[config.mk]
export PLATFORM = sky130hd
export DESIGN_NAME = uart_tx_sched
export DESIGN_NICKNAME = d
export VERILOG_FILES = /design/src/rtl/uart_pkg.sv /design/src/rtl/rr_arbiter.sv /design/src/rtl/uart_tx_sched.sv
export SDC_FILE = /design/constraint.sdc
export NUM_CORES = 1
export LEC_CHECK = 0
export CORE_MARGIN = 5
export CORE_UTILIZATION = 50
export DETAILED_ROUTE_END_ITERATION = 10
export PLACE_DENSITY = 0.84
export SYNTH_ARGS = -nofsm -noshare
export SYNTH_HDL_FRONTEND = slang
export SYNTH_SLANG_ARGS = --single-unit
export TNS_END_PERCENT = 50
[constraint.sdc]
create_clock -name i_clk -period 4.2 [get_ports i_clk]
set_clock_uncertainty 0.1 [all_clocks]
set_input_delay 0.84 -clock i_clk [delete_from_list [all_inputs] [get_ports i_clk]]
set_output_delay 0.84 -clock i_clk [all_outputs]
set_load 0.01 [all_outputs]
[src/rtl/uart_pkg.sv]
// Shared definitions for the uart transmit scheduler and its arbiter.
package uart_pkg;

  typedef enum logic [2:0] {
    IDLE = 3'd0,
    HDR  = 3'd1,
    LOAD = 3'd2,
    SEND = 3'd3,
    WAIT = 3'd4
  } sched_state_e;

  localparam int unsigned NB_DATA_DEF = 8;
  localparam logic [3:0]  HDR_TAG_DEF = 4'hA;

  // Index width for an n-entry one-hot vector; never below one bit.
  function automatic int unsigned id_width(input int unsigned n);
    return (n > 1) ? $clog2(n) : 1;
  endfunction

endpackage

[src/rtl/rr_arbiter.sv]
// Combinational round-robin pick: first requester after ptr_i, wrapping.
module rr_arbiter import uart_pkg::*; #(
  parameter int unsigned N_REQ = 4,
  parameter int unsigned IDW   = id_width(N_REQ)
) (
  input  logic [N_REQ-1:0] req_i,
  input  logic [IDW-1:0]   ptr_i,
  output logic [N_REQ-1:0] gnt_o,
  output logic [IDW-1:0]   idx_o,
  output logic             any_o
);

  // Two passes: indices above the pointer first, then the wrapped range.
  always_comb begin
    logic found;
    found = 1'b0;
    gnt_o = '0;
    idx_o = '0;
    for (int unsigned i = 0; i < N_REQ; i++) begin
      if (!found && req_i[i] && (i > 32'(ptr_i))) begin
        found    = 1'b1;
        gnt_o[i] = 1'b1;
        idx_o    = IDW'(i);
      end
    end
    for (int unsigned i = 0; i < N_REQ; i++) begin
      if (!found && req_i[i] && (i <= 32'(ptr_i))) begin
        found    = 1'b1;
        gnt_o[i] = 1'b1;
        idx_o    = IDW'(i);
      end
    end
    any_o = found;
  end

endmodule

[src/rtl/uart_tx_sched.sv]
// Round-robin scheduler sharing one uart_tx serializer among N_REQ byte streams.
module uart_tx_sched import uart_pkg::*; #(
  parameter int unsigned N_REQ   = 4,
  parameter int unsigned NB_DATA = NB_DATA_DEF,
  parameter bit          HDR_EN  = 1'b1,
  parameter logic [3:0]  HDR_TAG = HDR_TAG_DEF,
  parameter int unsigned TIMEOUT = 1023,
  parameter int unsigned NB_TO   = 10
) (
  input  logic                     i_clk,
  input  logic                     i_reset_n,
  input  logic [N_REQ-1:0]         i_req_valid,
  input  logic [N_REQ*NB_DATA-1:0] i_req_data,
  input  logic [N_REQ-1:0]         i_req_last,
  output logic [N_REQ-1:0]         o_req_ready,
  output logic [N_REQ-1:0]         o_grant,
  output logic                     o_tx_start,
  output logic [NB_DATA-1:0]       o_tx_data,
  input  logic                     i_tx_done,
  output logic                     o_busy,
  output logic                     o_err_timeout
);

  localparam int unsigned IDW = id_width(N_REQ);
  localparam bit TO_EN = (TIMEOUT != 0);
  localparam logic [NB_TO-1:0] TO_LAST = NB_TO'(TIMEOUT - 1);

  sched_state_e       state_q;
  logic [N_REQ-1:0]   grant_q;
  logic [N_REQ-1:0]   ready_q;
  logic [IDW-1:0]     gid_q;
  logic [IDW-1:0]     ptr_q;
  logic [NB_DATA-1:0] tx_data_q;
  logic               tx_start_q;
  logic               last_q;
  logic               hdr_q;
  logic               busy_q;
  logic               err_q;
  logic [NB_TO-1:0]   to_cnt_q;

  logic [N_REQ-1:0]   arb_gnt;
  logic [IDW-1:0]     arb_idx;
  logic               arb_any;

  logic               gnt_vld_c;
  logic [NB_DATA-1:0] gnt_data_c;
  logic               gnt_last_c;
  logic [7:0]         hdr_byte_c;

  rr_arbiter #(
    .N_REQ (N_REQ),
    .IDW   (IDW)
  ) u_arb (
    .req_i (i_req_valid),
    .ptr_i (ptr_q),
    .gnt_o (arb_gnt),
    .idx_o (arb_idx),
    .any_o (arb_any)
  );

  // Select the granted requester's lane.
  always_comb begin
    gnt_vld_c  = 1'b0;
    gnt_data_c = '0;
    gnt_last_c = 1'b0;
    for (int unsigned i = 0; i < N_REQ; i++) begin
      if (gid_q == IDW'(i)) begin
        gnt_vld_c  = i_req_valid[i];
        gnt_data_c = i_req_data[i*NB_DATA +: NB_DATA];
        gnt_last_c = i_req_last[i];
      end
    end
  end

  // Header byte for the requester being granted now.
  always_comb begin
    hdr_byte_c = {HDR_TAG, 4'(arb_idx)};
  end

  // Scheduler FSM; start is raised on entry to HDR/SEND so data and strobe align.
  always_ff @(posedge i_clk or negedge i_reset_n) begin
    if (!i_reset_n) begin
      state_q    <= IDLE;
      grant_q    <= '0;
      ready_q    <= '0;
      gid_q      <= '0;
      ptr_q      <= IDW'(N_REQ - 1);
      tx_data_q  <= '0;
      tx_start_q <= 1'b0;
      last_q     <= 1'b0;
      hdr_q      <= 1'b0;
      busy_q     <= 1'b0;
      err_q      <= 1'b0;
      to_cnt_q   <= '0;
    end else begin
      tx_start_q <= 1'b0;
      ready_q    <= '0;
      err_q      <= 1'b0;
      case (state_q)
        IDLE: begin
          if (arb_any) begin
            grant_q  <= arb_gnt;
            gid_q    <= arb_idx;
            busy_q   <= 1'b1;
            to_cnt_q <= '0;
            if (HDR_EN) begin
              tx_data_q  <= NB_DATA'(hdr_byte_c);
              tx_start_q <= 1'b1;
              hdr_q      <= 1'b1;
              state_q    <= HDR;
            end else begin
              hdr_q   <= 1'b0;
              state_q <= LOAD;
            end
          end
        end
        HDR: begin
          state_q <= WAIT;
        end
        LOAD: begin
          if (gnt_vld_c) begin
            ready_q    <= grant_q;
            tx_data_q  <= gnt_data_c;
            last_q     <= gnt_last_c;
            tx_start_q <= 1'b1;
            to_cnt_q   <= '0;
            state_q    <= SEND;
          end else if (TO_EN && (to_cnt_q == TO_LAST)) begin
            err_q    <= 1'b1;
            grant_q  <= '0;
            ptr_q    <= gid_q;
            busy_q   <= 1'b0;
            to_cnt_q <= '0;
            state_q  <= IDLE;
          end else if (TO_EN) begin
            to_cnt_q <= to_cnt_q + NB_TO'(1);
          end
        end
        SEND: begin
          state_q <= WAIT;
        end
        WAIT: begin
          if (i_tx_done) begin
            if (hdr_q) begin
              hdr_q   <= 1'b0;
              state_q <= LOAD;
            end else if (last_q) begin
              ptr_q   <= gid_q;
              grant_q <= '0;
              busy_q  <= 1'b0;
              state_q <= IDLE;
            end else begin
              state_q <= LOAD;
            end
          end
        end
        default: begin
          state_q <= IDLE;
        end
      endcase
    end
  end

  assign o_req_ready   = ready_q;
  assign o_grant       = grant_q;
  assign o_tx_start    = tx_start_q;
  assign o_tx_data     = tx_data_q;
  assign o_busy        = busy_q;
  assign o_err_timeout = err_q;

endmodule

==> results of run 1 <==
## critical path: stages
cell and delay, ns:
clkdlybuf4s50_1 0.57, mux4_2 0.64, and2_1 0.24, nor2_2 0.31
inv_2 0.17, mux2_1 0.36
## cell usage after synthesis (3+ instances only)
master,instances,area [µm²]
a21o_1,3,22.5
a21oi_1,14,70.1
a31oi_1,3,18.8
and3_1,5,31.3
clkbuf_1,8,30.0
dfrtp_1,36,901
inv_1,6,22.5
mux4_2,8,180
nand2_1,26,97.6
nand2b_1,3,18.8
nand3_1,10,50.1
nor2_1,21,78.8
nor2b_1,5,31.3
nor3_1,7,35.0
o21ai_0,15,75.1
o22ai_1,5,31.3
or3_1,4,25.0
## stage by stage
stage          std cells  utilization
3_5_place_dp         320        0.677
4_1_cts              328        0.712
2_1_floorplan        219            -
6_report             328        0.712
5_1_grt              328        0.712
3_3_place_gp         320        0.677
## metal layers
| metal | track usage | part of all wire |
|---|---|---|
| met3 | 0.0467 | 0.066 |
| met1 | 0.271 | 0.40 |
| met5 | 0 | 0 |
| met4 | 0.0621 | 0.018 |
| met2 | 0.338 | 0.52 |
## flip-flops by register name, indices dropped and copies added, names as in the netlist
signal / cells
o_tx_data: 8
o_tx_start: 1
o_req_ready: 4
o_grant: 4
ptr_q: 2
gid_q: 2
hdr_q: 1
o_err_timeout: 1
o_busy: 1
to_cnt_q: 10
state_q: 3
last_q: 1
## power by group through the flow
stage	registers (mW)	clock network, mW	logic, mW
2_1_floorplan	0.559	0	0.488
5_1_grt	0.656	0.404	0.734
6_report	0.632	0.384	0.672
3_5_place_dp	0.635	0	0.662
4_1_cts	0.631	0.386	0.672
3_3_place_gp	0.632	0	0.642
## cell families (layout without fill, tap and decap cells)
kind of cell    Yosys count  in the layout  share of synthesized area
buf+inv                  18             77                     0.0365
simple gates             93             93                      0.216
compound gates           55             55                      0.161
fa+ha+maj                 2              2                     0.0118
mux                      13             13                      0.125
flops                    38             38                      0.449
## worst max path at each step
stage              startpoint                       end  slack, ns
4_1_cts        i_req_valid[3]  o_tx_data[0]$_DFFE_PN0P_       1.15
5_1_grt        i_req_valid[3]  o_tx_data[0]$_DFFE_PN0P_       1.04
3_5_place_dp   i_req_valid[3]  o_tx_data[0]$_DFFE_PN0P_       0.86
6_report       i_req_valid[3]  o_tx_data[0]$_DFFE_PN0P_       1.14
3_3_place_gp   i_req_valid[3]    o_grant[3]$_DFFE_PN0P_       0.94
2_1_floorplan  i_req_valid[3]    o_grant[3]$_DFFE_PN0P_       1.48
## placed cells by master, fill, tap and decap left out, types with 3 or more instances in the layout
cell type / Yosys / final
o21ai_0: 15 / 15
a21o_1: 3 / 3
dfrtp_1: 36 / 36
clkdlybuf4s50_1: 0 / 60
o22ai_1: 5 / 5
nand2b_1: 3 / 3
or3_1: 4 / 4
and3_1: 5 / 5
nand2_1: 26 / 26
inv_1: 6 / 6
a21oi_1: 14 / 14
mux4_2: 8 / 8
nor3_1: 7 / 7
nand3_1: 10 / 10
nor2_1: 21 / 21
a31oi_1: 3 / 3
nor2b_1: 5 / 5
clkbuf_8: 0 / 6
## cell type report
type	instances	area, µm²
clock buffers	6	82.6
clock inverters	2	60.1
fillers	296	1170
inverters	7	26.3
multi-input cells	163	1090
flip-flops and latches	38	953
well taps	50	62.6
repair buffers	62	613
==> impl_metrics.yaml, run 1 <==
worst_setup_path:
  arrival_ns: 3.13
  reg2reg_from: "gid_q[0]$_DFFE_PN0P_"
  worstSetupPathType: "in -> reg"
  critPathLaunchType: "primary input"
  reg2reg_to: "o_tx_data[0]$_DFFE_PN0P_"
  cp_max_fo: 10
  end_kind: "flip-flop"
  reg2regPathDepth: 5
  rrSetupSlack_ns: 1.42
  cp.required_ns: 4.27
synthesis:
  syn_area_um2: 2120
  avgSynthCellArea_um2: 9.70
  yosysWarnings: 0
  synth-seq-cells: 38
  ys.flop_type: "dfrtp_1"
  syn_nets: 264
  syn_inst: 219
  ys_types: 46
  synthArstFlopShare: 1.00
  ys_seq_area_frac: 0.449
  synth-edff-count: 0
global_route:
  first_global_vias: 1855
  grt_pass1_wl_um: 8730
  antenna_found_initial: 0
  grt_use_total: 0.205
  grt_remaining_overflow: 0
  grt_max_degree: 39
clock_tree:
  path_clk_slew_ns: 0.07
  cts_setup_buffers: 0
  hold_buffers: 0
  ctsResizeCount: 0
  cts_tree: "yes"
  clk_path_buf_depth: 2
  h-tree-depth: 2
  clkSinkCount: 38
  clock_latency_ns: 0.29
  cts-root-buf: "clkbuf_8"
  cts_made_buffers: 5
die:
  initial_utilization: 0.523
  boundaryPins: 62
  die_area_um2: 5650
  core_area_um2: 4060
  placementRows: 23
  die_x_um: 75.2
  die_y_um: 75.2
layout:
  n_antenna_cell: 0
  syn_to_final_growth_pct: 36.1
  final_nets: 322
  finalInstanceArea_um2: 2890
  layout-drive-gt1-share: 0.0935
power:
  fin_total_pwr_mw: 1.69
  seqPwrFrac: 0.374
  p_int_mw: 1.07
  p_leak_nw: 1.22
  swShare: 0.368
  pwr-share-comb: 0.398
  pwr_density_cell_nw_per_um2: 584
  power.net_switching_uw: 621
  pwr-share-clk: 0.227
  ir_drop_v: 0.000364
sta:
  period_share: 0.728
  holdWs_ns: 0.381
  tightest_slew_ns: 0.842
  rsz0062_at_grt: "no"
  worst_slack_ns: 1.14
  setup_violations: 0
  hold_violations: 0
  finalMaxSlewViolations: 0
  clock.fmax_mhz: 327
  finalCriticalPeriod_ns: 3.06
  fin_tns_setup_ns: 0
  slew_headroom: 0.439
job:
  maxCapViolations: 0
worst_hold_path:
  hold_depth: 2
  min_to: "o_tx_data[4]$_DFFE_PN0P_"
  hold_path_class: "reg -> reg"
  hp-start: "o_tx_data[4]$_DFFE_PN0P_"
routing:
  drt_iter0_drc: 148
  routed-via-count: 1953
  drtAntennaViolNets: 0
  routedWlPerCell_um: 16.8
  drc: 0
  routed_via_density: 5.95
  wirelength_um: 5490
  dr.pass1.iters: 7
placed_design:
  dp_slack_ns: 0.865
  place.gp.congestion: 0.887
  place_area_um2: 2750
  dp_hpwl_um: 3970
  port_buffers: 61
status:
  outcome: "finished, final reports clean"
Power figures use the tool's default switching activity.
==> run 2: changes to the inputs <==
Settings changed: CORE_UTILIZATION 50 to 47, PLACE_DENSITY 0.84 to 0.79.
Clock period 4.2 ns to 3.2 ns, I/O delays scaled along.
==> run 2 against run 1 <==
  * Setup slack got worse by 0.68 ns
  * Global-route usage decreased by 1.3 points
  * Combinational power increased by 47%
  * Register-to-register slack got worse by 0.49 ns
  * Die area increased by 5.5%
  * Power increased by 27%
  * First-iteration DRC count decreased by 10%
  * Critical path depth increased by 1
  * Design area increased by 1.0%
  * Critical endpoint is now to_cnt_q[7]$_DFFE_PN0P_
  * Largest cell class unchanged
==> impl_metrics.yaml, run 2 (synthesized netlist as in run 1, its figures left out) <==
status:
  outcome: "finished, final reports clean"
layout:
  layout.cells.non_filler: 338
  layout-drive-gt1-share: 0.119
  num-fill-cells: 348
  syn_to_final_growth_pct: 37.5
  regArea_um2: 953
  final_cell_mix: "clkdlybuf4s50_1, dfrtp_1, nand2_1"
  finalInstanceArea_um2: 2920
  top_register: "to_cnt_q"
  multi_input_area_um2: 1090
  mostFrequentLayoutCell: "clkdlybuf4s50_1"
  largest_reg_flops: 10
  final_nets: 330
  n_antenna_cell: 0
sta:
  holdWs_ns: 0.334
  tightest_slew_ns: 0.807
  setup_violations: 0
  period_share: 0.856
  finalMaxSlewViolations: 0
  finalCriticalPeriod_ns: 2.74
  clock.fmax_mhz: 365
  slew_headroom: 0.462
  fin_tns_setup_ns: 0
  rsz0062_at_grt: "no"
  hold_violations: 0
placed_design:
  port_buffers: 61
  numPlacedInstances: 330
  place.gp.congestion: 0.930
  place_area_um2: 2810
  dp_hpwl_um: 4130
routing:
  drtAntennaViolNets: 0
  dr.pass1.iters: 4
  wirelength_um: 5380
  drt_iter0_drc: 133
  routedWlPerCell_um: 15.9
  routed-via-count: 1948
  routed_via_density: 5.76
  drc: 0
worst_setup_path:
  critPathLaunchType: "primary input"
  cp_max_fo: 9
  arrival_ns: 2.82
  cp.required_ns: 3.28
  end_kind: "flip-flop"
  worstSetupPathType: "in -> reg"
clock_tree:
  hold_buffers: 0
  cts-root-buf: "clkbuf_8"
  path_clk_slew_ns: 0.07
  cts_setup_buffers: 0
  clkSinkCount: 38
  cts_made_buffers: 5
  clk_path_buf_depth: 2
  cts_tree: "yes"
  h-tree-depth: 2
  clock_latency_ns: 0.29
  ctsResizeCount: 0
power:
  ir_drop_v: 0.000436
  pwr_density_cell_nw_per_um2: 736
  p_leak_nw: 1.24
die:
  initial_utilization: 0.488
  die_area_um2: 5960
  boundaryPins: 62
  core_area_um2: 4350
  die_y_um: 77.2
  die_x_um: 77.2
  placementRows: 24
global_route:
  grt_max_degree: 39
  grt_pass1_wl_um: 9360
  first_global_vias: 1998
  grt_use_total: 0.192
  antenna_found_initial: 0
  grt_remaining_overflow: 0
worst_hold_path:
  hold_path_class: "in -> async"
job:
  maxCapViolations: 0
-- run 2: changes by cell type in the layout (fill, tap and decap cells not counted) --
cell	delta
clkinv_2	+2
bufinv_16	-1
clkbuf_8	-1
buf_4	+8
-- run 2: worst paths after layout --
| path | slack [ns] | from | end | cells after the start |
|---|---|---|---|---|
| worst min register to register | 0.38 | o_tx_data[4]$_DFFE_PN0P_ | o_tx_data[4]$_DFFE_PN0P_ | 2 |
| min in group i_clk | 0.38 | o_tx_data[4]$_DFFE_PN0P_ | o_tx_data[4]$_DFFE_PN0P_ | 2 |
| worst max register to register | 0.93 | state_q[1]$_DFFE_PN0P_ | to_cnt_q[7]$_DFFE_PN0P_ | 5 |
| worst max-delay path | 0.46 | i_req_valid[2] | to_cnt_q[7]$_DFFE_PN0P_ | 7 |
| max in group asynchronous | 2.15 | i_reset_n | to_cnt_q[9]$_DFFE_PN0P_ | 1 |
| worst min-delay path | 0.33 | i_reset_n | hdr_q$_DFFE_PN0P_ | 1 |
-- run 2: cell type report --
| cell class | instances | share of cell area |
|---|---|---|
| timing repair buffer | 70 | 0.231 |
| multi-input combinational | 163 | 0.374 |
| tap | 52 | 0.0223 |
| inverter | 7 | 0.00900 |
| clock inverter | 3 | 0.0137 |
| clock buffer | 5 | 0.0236 |
| sequential | 38 | 0.327 |
-- run 2: where the power goes --
group	internal (mW)	total [mW]	switching, mW
Combinational	0.496	0.987	0.491
Sequential	0.621	0.769	0.148
Clock	0.229	0.393	0.164
-- run 2: routing by layer --
| layer | GRT usage | vias to the layer above | share of wire |
|---|---|---|---|
| li1 | - | 931 | - |
| met1 | 0.246 | 929 | 0.42 |
| met2 | 0.327 | 72 | 0.51 |
| met3 | 0.0281 | 16 | 0.053 |
| met4 | 0.0704 | 0 | 0.020 |
| met5 | 0 | - | 0 |
-- run 2: critical path, cell delays in order --
cell             delay, ns
clkdlybuf4s50_1       0.54
mux4_2                0.53
buf_4                 0.18
nor2_1                0.17
nand2b_1              0.20
or2_2                 0.35
o31ai_1               0.20
-- run 2: metrics by stage --
| step | setup WS, ns | util | total power [mW] |
|---|---|---|---|
| after floorplan | 0.682 | - | 1.37 |
| after global placement | 0.292 | 0.645 | 1.74 |
| after detailed placement | 0.187 | 0.645 | 1.77 |
| after CTS | 0.484 | 0.670 | 2.17 |
| after global routing | 0.311 | 0.670 | 2.31 |
| final | 0.461 | 0.670 | 2.15 |
==> run 3: changes to the inputs <==
Settings changed: CORE_UTILIZATION 47 to 45, PLACE_DENSITY 0.79 to 0.77.
==> run 3 against run 2 <==
  * Wire length grew 1.2%
  * Sequential share of layout area grew 0.17 points
  * Via count shrank 0.82%
  * Design area shrank 0.51%
  * First-iteration DRC count shrank 12%
  * Power shrank 2.3%
  * Sequential power is essentially flat
  * Register-to-register slack lost 0.03 ns
  * Setup slack lost 0.017 ns
  * Die area grew 3.9%
  * Maximum frequency shrank 0.63%
  * Worst hold slack gained 0.020 ns
  * Largest power group unchanged
==> impl_metrics.yaml, run 3 (synthesized netlist as in run 1, its figures left out) <==
worst_setup_path:
  arrival_ns: 2.84
  worstSetupPathType: "in -> reg"
  rrSetupSlack_ns: 0.90
  worstSetupStartpoint: "i_req_valid[2]"
  end_kind: "flip-flop"
  cp.required_ns: 3.29
  reg2reg_from: "state_q[0]$_DFFE_PN0P_"
  cp_max_fo: 9
  critPathLaunchType: "primary input"
routing:
  wirelength_um: 5440
  drtAntennaViolNets: 0
  dr.pass1.iters: 4
  routedWlPerCell_um: 16.0
  drt_iter0_drc: 117
  routed-via-count: 1932
  wl_met1_um: 2390
  drc: 0
  routed_via_density: 5.68
  met2_length_um: 2750
  highest_layer: "met4"
  route.met3.wl_um: 220
die:
  boundaryPins: 62
  placementRows: 25
  die_y_um: 78.7
  die_x_um: 78.7
  die_area_um2: 6190
  initial_utilization: 0.456
  core_area_um2: 4660
power:
  power.net_switching_uw: 809
  swShare: 0.385
  seqPwrFrac: 0.367
  ir_drop_v: 0.000422
  p_int_mw: 1.29
  pwr-share-clk: 0.160
  pwr_density_cell_nw_per_um2: 723
  fin_total_pwr_mw: 2.10
  pwr-share-comb: 0.472
  p_leak_nw: 1.23
placed_design:
  dp_hpwl_um: 4150
  port_buffers: 61
  place.gp.congestion: 0.912
sta:
  fin_tns_setup_ns: 0
  period_share: 0.861
  finalCriticalPeriod_ns: 2.76
  tightest_slew_ns: 0.841
  setup_violations: 0
  hold_violations: 0
  rsz0062_at_grt: "no"
  clock.fmax_mhz: 363
  finalMaxSlewViolations: 0
  slew_headroom: 0.439
global_route:
  grt_pass1_wl_um: 8910
  grt_remaining_overflow: 0
  grt_use_total: 0.183
  antenna_found_initial: 0
  grt_max_degree: 39
  first_global_vias: 1817
clock_tree:
  cts-root-buf: "clkbuf_8"
  cts_made_buffers: 5
  clk_path_buf_depth: 2
  clock_latency_ns: 0.29
  ctsResizeCount: 0
  hold_buffers: 0
  cts_tree: "yes"
  path_clk_slew_ns: 0.07
  h-tree-depth: 2
  clkSinkCount: 38
  cts_setup_buffers: 0
layout:
  top_register: "to_cnt_q"
  mostFrequentLayoutCell: "clkdlybuf4s50_1"
  largest_reg_flops: 10
  syn_to_final_growth_pct: 36.8
  final_nets: 330
  layout-drive-gt1-share: 0.115
  final_cell_mix: "clkdlybuf4s50_1, dfrtp_1, nand2_1"
  n_antenna_cell: 0
job:
  maxCapViolations: 0
status:
  outcome: "finished, final reports clean"
worst_hold_path:
  hold_path_class: "in -> async"
-- run 3: changes by cell type in the layout (fill, tap and decap cells not counted) --
cell	previous run	this run
clkbuf_8	5	6
bufinv_16	1	0
clkbuf_1	0	1
clkinv_2	2	1
-- run 3: worst max-delay path: stages --
cell and delay, ns:
clkdlybuf4s50_1 0.53, mux4_2 0.53, buf_4 0.18, nor2_1 0.17, nand2b_1 0.20, or2_2 0.36, o31ai_1 0.23
-- run 3: final timing paths --
check / end / depth (start not counted)
setup / recovery: to_cnt_q[7]$_DFFE_PN0P_ / 7
hold / removal: hdr_q$_DFFE_PN0P_ / 1
setup reg to reg: to_cnt_q[7]$_DFFE_PN0P_ / 5
hold reg to reg: o_tx_data[3]$_DFFE_PN0P_ / 2
max in group asynchronous: o_tx_data[6]$_DFFE_PN0P_ / 1
min in group i_clk: o_tx_data[3]$_DFFE_PN0P_ / 2
-- run 3: layer usage --
layer | global-route usage | vias to the layer above
met1 | 0.256 | 935
met4 | 0.0559 | 0
met2 | 0.289 | 57
li1 | - | 933
met5 | 0 | -
met3 | 0.0329 | 7
-- run 3: layout make-up --
class                           instances  area (µm²)
Sequential cell                        38         953
Timing Repair Buffer                   70         673
Tap cell                               54        67.6
Clock inverter                          1        5.00
Multi-Input combinational cell        163        1090
Fill cell                             412        1760
Inverter                                7        26.3
Clock buffer                            7        86.3
-- run 3: per-stage QoR --
step / area, µm² / setup slack [ns] / hold slack (ns) / utilization / std cells
2_1_floorplan: 2120 / 0.682 / 0.244 / - / 219
3_3_place_gp: 2810 / 0.277 / 0.350 / 0.603 / 332
3_5_place_dp: 2810 / 0.185 / 0.363 / 0.603 / 332
4_1_cts: 2900 / 0.453 / 0.380 / 0.623 / 340
5_1_grt: 2900 / 0.246 / 0.404 / 0.623 / 340
6_report: 2900 / 0.444 / 0.354 / 0.623 / 340
-- run 3: power by group through the flow --
stage	logic, mW	registers, mW	clock network (mW)
final	0.992	0.771	0.337
after global routing	1.09	0.796	0.365
after CTS	0.996	0.771	0.343
after detailed placement	0.989	0.781	0
after global placement	0.969	0.771	0
after floorplan	0.640	0.733	0
